<file path="src/rtl/seq_pkg.sv">
// Shared definitions for the multicycle sequencer: opcode map, ALU codes and FSM states.
package seq_pkg;

  localparam logic [3:0] OP_ADD = 4'b0000;
  localparam logic [3:0] OP_SUB = 4'b0001;
  localparam logic [3:0] OP_LDA = 4'b0010;
  localparam logic [3:0] OP_LDB = 4'b0011;
  localparam logic [3:0] OP_STA = 4'b0100;
  localparam logic [3:0] OP_STB = 4'b0101;
  localparam logic [3:0] OP_LDC = 4'b0110;
  localparam logic [3:0] OP_JMP = 4'b0111;

  localparam logic [1:0] ALU_ADD  = 2'b00;
  localparam logic [1:0] ALU_SUB  = 2'b01;
  localparam logic [1:0] ALU_PASS = 2'b10;

  typedef enum logic [2:0] {
    ST_IDLE,
    ST_FETCH,
    ST_DECODE,
    ST_EXEC,
    ST_MEMACC,
    ST_HALT
  } state_t;

  // Loads and stores (0010..0101) go through the data-memory handshake.
  function automatic logic is_mem_op(input logic [3:0] op);
    return (op[3:1] == 3'b001) || (op[3:1] == 3'b010);
  endfunction

endpackage

</file>
<file path="src/rtl/sequenciador_multiciclo_contador_timeout.sv">
// Handshake wait counter: expire is high in the cycle whose missing ack would reach TIMEOUT.
module contador_timeout #(
  parameter int TIMEOUT = 16
) (
  input  logic clk,
  input  logic rst_n,
  input  logic clear,
  input  logic enable,
  output logic expire
);

  localparam int CW = (TIMEOUT > 1) ? $clog2(TIMEOUT) : 1;

  logic [CW-1:0] cnt;

  always_ff @(posedge clk) begin
    if (!rst_n || clear) begin
      cnt <= '0;
    end else if (enable && !expire) begin
      cnt <= cnt + CW'(1);
    end
  end

  assign expire = enable && (cnt == CW'(TIMEOUT - 1));

endmodule

</file>
<file path="src/rtl/sequenciador_multiciclo.sv">
// Multicycle control sequencer: fetch/decode/execute/memory FSM driving a simple accumulator datapath.
module sequenciador_multiciclo
  import seq_pkg::*;
#(
  parameter int ADDR_W  = 8,
  parameter int TIMEOUT = 16
) (
  input  logic              clk,
  input  logic              rst_n,
  input  logic              start,
  output logic              imem_req,
  output logic [ADDR_W-1:0] imem_addr,
  input  logic [ADDR_W+3:0] imem_rdata,
  input  logic              imem_ack,
  output logic              dmem_req,
  output logic              dmem_we,
  output logic [ADDR_W-1:0] dmem_addr,
  input  logic              dmem_ack,
  input  logic              a_zero,
  output logic [3:0]        ir_opcode,
  output logic [ADDR_W-1:0] ir_imm,
  output logic [ADDR_W-1:0] pc,
  output logic [1:0]        alu_op,
  output logic              alu_src,
  output logic              mem_to_reg,
  output logic              a_we,
  output logic              b_we,
  output logic              store_sel_b,
  output logic              busy,
  output logic              halted,
  output logic              illegal,
  output logic              timeout_err
);

  state_t            state, state_d;
  logic [ADDR_W-1:0] pc_d, imm_d;
  logic [3:0]        op_d;
  logic              illegal_d, terr_d;
  logic              waiting, acked, expire;

  // Only acks belonging to the current handshake count; stray ones are ignored.
  assign waiting = (state == ST_FETCH) || (state == ST_MEMACC);
  assign acked   = ((state == ST_FETCH) && imem_ack) || ((state == ST_MEMACC) && dmem_ack);

  contador_timeout #(.TIMEOUT(TIMEOUT)) u_wait (
    .clk    (clk),
    .rst_n  (rst_n),
    .clear  (!waiting || acked),
    .enable (waiting && !acked),
    .expire (expire)
  );

  assign imem_addr = pc;
  assign dmem_addr = ir_imm;
  assign halted    = (state == ST_HALT);
  assign busy      = (state != ST_IDLE) && (state != ST_HALT);

  always_ff @(posedge clk) begin
    if (!rst_n) begin
      state       <= ST_IDLE;
      pc          <= '0;
      ir_opcode   <= '0;
      ir_imm      <= '0;
      illegal     <= 1'b0;
      timeout_err <= 1'b0;
    end else begin
      state       <= state_d;
      pc          <= pc_d;
      ir_opcode   <= op_d;
      ir_imm      <= imm_d;
      illegal     <= illegal_d;
      timeout_err <= terr_d;
    end
  end

  always_comb begin
    state_d     = state;
    pc_d        = pc;
    op_d        = ir_opcode;
    imm_d       = ir_imm;
    illegal_d   = illegal;
    terr_d      = timeout_err;
    imem_req    = 1'b0;
    dmem_req    = 1'b0;
    dmem_we     = 1'b0;
    store_sel_b = 1'b0;
    a_we        = 1'b0;
    b_we        = 1'b0;
    alu_op      = ALU_ADD;
    alu_src     = 1'b0;
    mem_to_reg  = 1'b0;
    case (state)
      ST_IDLE: begin
        if (start) state_d = ST_FETCH;
      end
      ST_FETCH: begin
        imem_req = 1'b1;
        if (imem_ack) begin
          op_d    = imem_rdata[ADDR_W +: 4];
          imm_d   = imem_rdata[ADDR_W-1:0];
          state_d = ST_DECODE;
        end else if (expire) begin
          terr_d  = 1'b1;
          state_d = ST_HALT;
        end
      end
      ST_DECODE: begin
        if (ir_opcode[3]) begin
          illegal_d = 1'b1;
          state_d   = ST_HALT;
        end else if (is_mem_op(ir_opcode)) begin
          state_d = ST_MEMACC;
        end else begin
          state_d = ST_EXEC;
        end
      end
      ST_EXEC: begin
        state_d = ST_FETCH;
        pc_d    = pc + ADDR_W'(1);
        case (ir_opcode)
          OP_ADD: begin a_we = 1'b1; alu_src = 1'b1; alu_op = ALU_ADD;  end
          OP_SUB: begin a_we = 1'b1; alu_src = 1'b1; alu_op = ALU_SUB;  end
          OP_LDC: begin a_we = 1'b1; alu_src = 1'b1; alu_op = ALU_PASS; end
          OP_JMP: if (a_zero) pc_d = ir_imm;
          default: ;
        endcase
      end
      ST_MEMACC: begin
        dmem_req    = 1'b1;
        dmem_we     = (ir_opcode == OP_STA) || (ir_opcode == OP_STB);
        store_sel_b = (ir_opcode == OP_STB);
        // Load write-enables fire on the ack edge, when the datapath sees the read data.
        if (dmem_ack) begin
          a_we       = (ir_opcode == OP_LDA);
          b_we       = (ir_opcode == OP_LDB);
          mem_to_reg = (ir_opcode == OP_LDA) || (ir_opcode == OP_LDB);
          pc_d       = pc + ADDR_W'(1);
          state_d    = ST_FETCH;
        end else if (expire) begin
          terr_d  = 1'b1;
          state_d = ST_HALT;
        end
      end
      ST_HALT: begin
        if (start) begin
          illegal_d = 1'b0;
          terr_d    = 1'b0;
          pc_d      = '0;
          state_d   = ST_FETCH;
        end
      end
      default: state_d = ST_IDLE;
    endcase
  end

endmodule

</file>
<file path="config.mk">
export PLATFORM = sky130hd
export DESIGN_NAME = sequenciador_multiciclo
export DESIGN_NICKNAME = d
export VERILOG_FILES = /design/src/rtl/seq_pkg.sv /design/src/rtl/sequenciador_multiciclo_contador_timeout.sv /design/src/rtl/sequenciador_multiciclo.sv
export SDC_FILE = /design/constraint.sdc
export NUM_CORES = 1
export LEC_CHECK = 0
export BUFFER_PORTS_ARGS = -buffer_cell sky130_fd_sc_hd__buf_2
export CAP_MARGIN = 20
export CORE_MARGIN = 8
export CORE_UTILIZATION = 49
export CTS_CLUSTER_SIZE = 8
export DETAILED_ROUTE_END_ITERATION = 10
export MAX_ROUTING_LAYER = met4
export PLACE_DENSITY_LB_ADDON = 0.12
export SYNTH_ARGS = -nofsm -noshare
export SYNTH_HDL_FRONTEND = slang
export SYNTH_HIERARCHICAL = 1
export SYNTH_SLANG_ARGS = --single-unit
</file>
<file path="constraint.sdc">
create_clock -name clk -period 2.3 [get_ports clk]
set_clock_uncertainty 0.05 [all_clocks]
set_input_delay 0.69 -clock clk [delete_from_list [all_inputs] [get_ports clk]]
set_output_delay 0.69 -clock clk [all_outputs]
set_load 0.05 [all_outputs]
</file>
==> results.md <==
- Synthesized instance count: 243
- Clock period minus worst slack: 2280 ps
- Initial Utilization: 50.0%
- Rows: 22
- RSZ-0062 raised after global routing: yes
- Layout Area Growth over Synthesis: 28.0%
- Core box area: roughly 0.0036 mm^2
- Pin slew with the least headroom to its limit: 451 ps
- Max capacitance violation total: 0
- Worst path arrival time: 1540 ps
- Launching element type of the critical path: flop
- Most frequent cell after synthesis: sky130_fd_sc_hd__nand2_1
- Total negative slack: 0 ps
- Clock latency reported for the late side of the worst-skew pair: 330 ps
- Count of synthesis-stage warnings from yosys: 6
- Critical path endpoint category: output port
- Final Max Slew Viols: 0
- Cell area after synthesis: 0.00179 mm^2
- Number of unique standard cell types used by synthesis: 44
- Number of nets with antenna violations after routing: 0
- Kind of path behind the tightest hold check: reg -> reg
- Layout cell share with drive strength beyond 1: 37.2%
- Sequential cell area fraction in the yosys report: 32.4%
- Global-route usage over all layers: roughly 18%
- Number of top-level pins: 68
- Maximum achievable frequency: 438 MHz
- Weighted congestion reported at the end of routability-driven placement: 0.855
- Most area-hungry cell type in the Yosys netlist: sky130_fd_sc_hd__dfxtp_1
- Longest Clk Path Bufs: 2
- Number of sinks on the clock net: 29
- Sequential cell area: 591 um^2
- Total setup violations reported at the end of the flow: 0
- Dpl ws: -17.2 ps
- Synth Net Count: 263
- Clock-pin slew on the worst setup and hold paths: 90 ps
- Share of the synthesized area in the top cell type: 32.4%
- Number of hold-slack violations in the final timing report: 0
- Maximum vdd ir drop: around 0.00035 V
- Largest net degree at the start of global routing: 27
- First DRT Iteration DRCs: 134
- Flip-flop and latch count after synthesis: 29
- DRC violation count after routing: 0
- Final-stage net count: 320
- Detailed Route WL: between 4000 and 5000 um
- Average via count per standard cell: 5.39
- Post-DP HPWL: 3660 um
- Category of the most critical setup path: reg -> out
- Die outline width: 76.4 um
- Number of global-route vias before repair: 1,861
- CTS tree: yes
- PD cells: 474 mW/mm^2
- Total overflow reported by the global router: 0
- Y dimension of the die: 76.4 um
- Min Hold Slack: 434 ps
- Most common library cells after synthesis: 41 x sky130_fd_sc_hd__nand2_1, 29 x sky130_fd_sc_hd__dfxtp_1, 17 x sky130_fd_sc_hd__buf_4, 17 x sky130_fd_sc_hd__nor2_1, 16 x sky130_fd_sc_hd__a21oi_1
- Headroom to the max-slew limit: 70.0%
- Top cells by area, synth: sky130_fd_sc_hd__dfxtp_1 32%, sky130_fd_sc_hd__nand2_1 8.6%, sky130_fd_sc_hd__buf_4 7.1%
- Data required, critical path: 1560 ps
- LEAKAGE: between 1 and 1.5 nW
- Initial antenna violation count: 0
- Filler cell count: between 300 and 400
- Worst path setup slack after routing: 16.1 ps
- Syn_area_per_cell: 7.36 um^2
- Routed wire length per instance: 14.3 um
- Run status: finished clean
- Clock H-tree levels: 2
- Area of combinational cells with multiple inputs: 0.00108 mm^2
- Asr flop ratio synth: 0%
- Hold buffers post-CTS: 0
- Total clock buffers created by CTS: 5
- Die footprint: 0.00584 mm^2
- Final critical-path share of the clock period: 99.3%
- Number of enable-type register cells in the synthesized netlist: 0
- Initial DRT Pass Iterations: 4
- CTS root buffer: sky130_fd_sc_hd__clkbuf_4
- Critical path peak fanout: 4
- Vias: 1,882
- Count of input and output buffers: 67
- Synth Flop Type: sky130_fd_sc_hd__dfxtp_1
- Antenna Diode Count: 0
- Wire length of the first global-routing pass: about 8600 um
-- power breakdown --
group | leakage [nW] | switching (mW) | internal, mW
Combinational | 0.741 | 0.172 | 0.0738
Clock | 0.0320 | 0.181 | 0.116
Sequential | 0.238 | 0.0264 | 0.517
Total | 1.01 | 0.379 | 0.707
-- worst paths after layout --
check | startpoint | end | slack, ps | cells after the start
max reg2reg | state[2]$_SDFFE_PN0P_ | state[0]$_SDFFE_PN0P_ | 290 | 11
min | dmem_addr[0]$_SDFFE_PN0P_ | dmem_addr[0]$_SDFFE_PN0P_ | 430 | 2
min reg2reg | dmem_addr[0]$_SDFFE_PN0P_ | dmem_addr[0]$_SDFFE_PN0P_ | 430 | 2
max | state[2]$_SDFFE_PN0P_ | a_we | 20 | 6
-- cell usage in the layout (no fill, tap or decap), drive strengths merged, types with 3 or more instances in the layout --
cell    synthesis  final
a211oi          3      3
a21boi         12     12
a21oi          16     16
and2            4      4
buf            26     78
clkbuf          3      7
dfxtp          29     29
inv            11     11
nand2          41     41
nand2b          7      7
nand3           8      8
nand3b          5      5
nor2           17     17
nor2b           4      4
nor3           10     10
o21ai          15     15
-- metal layers --
layer  GRT usage, %  wire length (um)  part of all wire [%]
met1           21.1              2260                    45
met3           6.25               338                   6.8
met2           27.2              2310                    46
met4           6.15                63                   1.3
met5              -                 0                     0
-- flip-flops by register name, indices dropped and copies added (netlist names) --
register	flops
u_wait/cnt	4
dmem_addr	8
ir_opcode	4
illegal	1
timeout_err	1
state	3
imem_addr	8
-- repair_timing --
| action | in CTS | in global routing |
|---|---|---|
| pin swaps | 0 | 5 |
| cloned | 0 | 0 |
| setup endpoints to repair | 9 | 10 |
| resized for setup | 13 | 14 |
| setup buffers | 1 | 2 |
-- critical path, cell delays in order (launching register included) --
cell,delay (ps)
sky130_fd_sc_hd__dfxtp_2,350
sky130_fd_sc_hd__nand2b_2,230
sky130_fd_sc_hd__nor2_4,130
sky130_fd_sc_hd__o2bb2ai_1,120
sky130_fd_sc_hd__a22oi_1,100
sky130_fd_sc_hd__nor2_2,120
sky130_fd_sc_hd__buf_6,170
-- cells by family after synthesis --
kind of cell | share of synthesized area [%]
and+or+nand+nor | 28.0
AOI/OAI and AO/OA | 23.6
buffers and inverters | 12.6
DFF | 32.4
xor gates and xnor gates | 1.47
adders and majority gates | 1.40
muxes | 0.559
-- final cells by class --
class | instances | area share, %
sequential | 29 | 25.8
clock buffer | 6 | 1.80
multi-input combinational | 174 | 47.0
tap | 48 | 2.62
clock inverter | 2 | 0.437
timing repair buffer | 79 | 20.6
inverter | 11 | 1.80
-- metrics by stage --
step	cells	power (mW)	util, %	cell area (um^2)
detailed placement	338	0.791	59.7	2140
global placement	338	0.791	59.7	2140
global route	349	1.15	64.0	2290
finish	349	1.09	64.0	2290
floorplan	243	0.735	-	1860
CTS	347	1.09	62.3	2230
(Power assumes the default switching activity.)
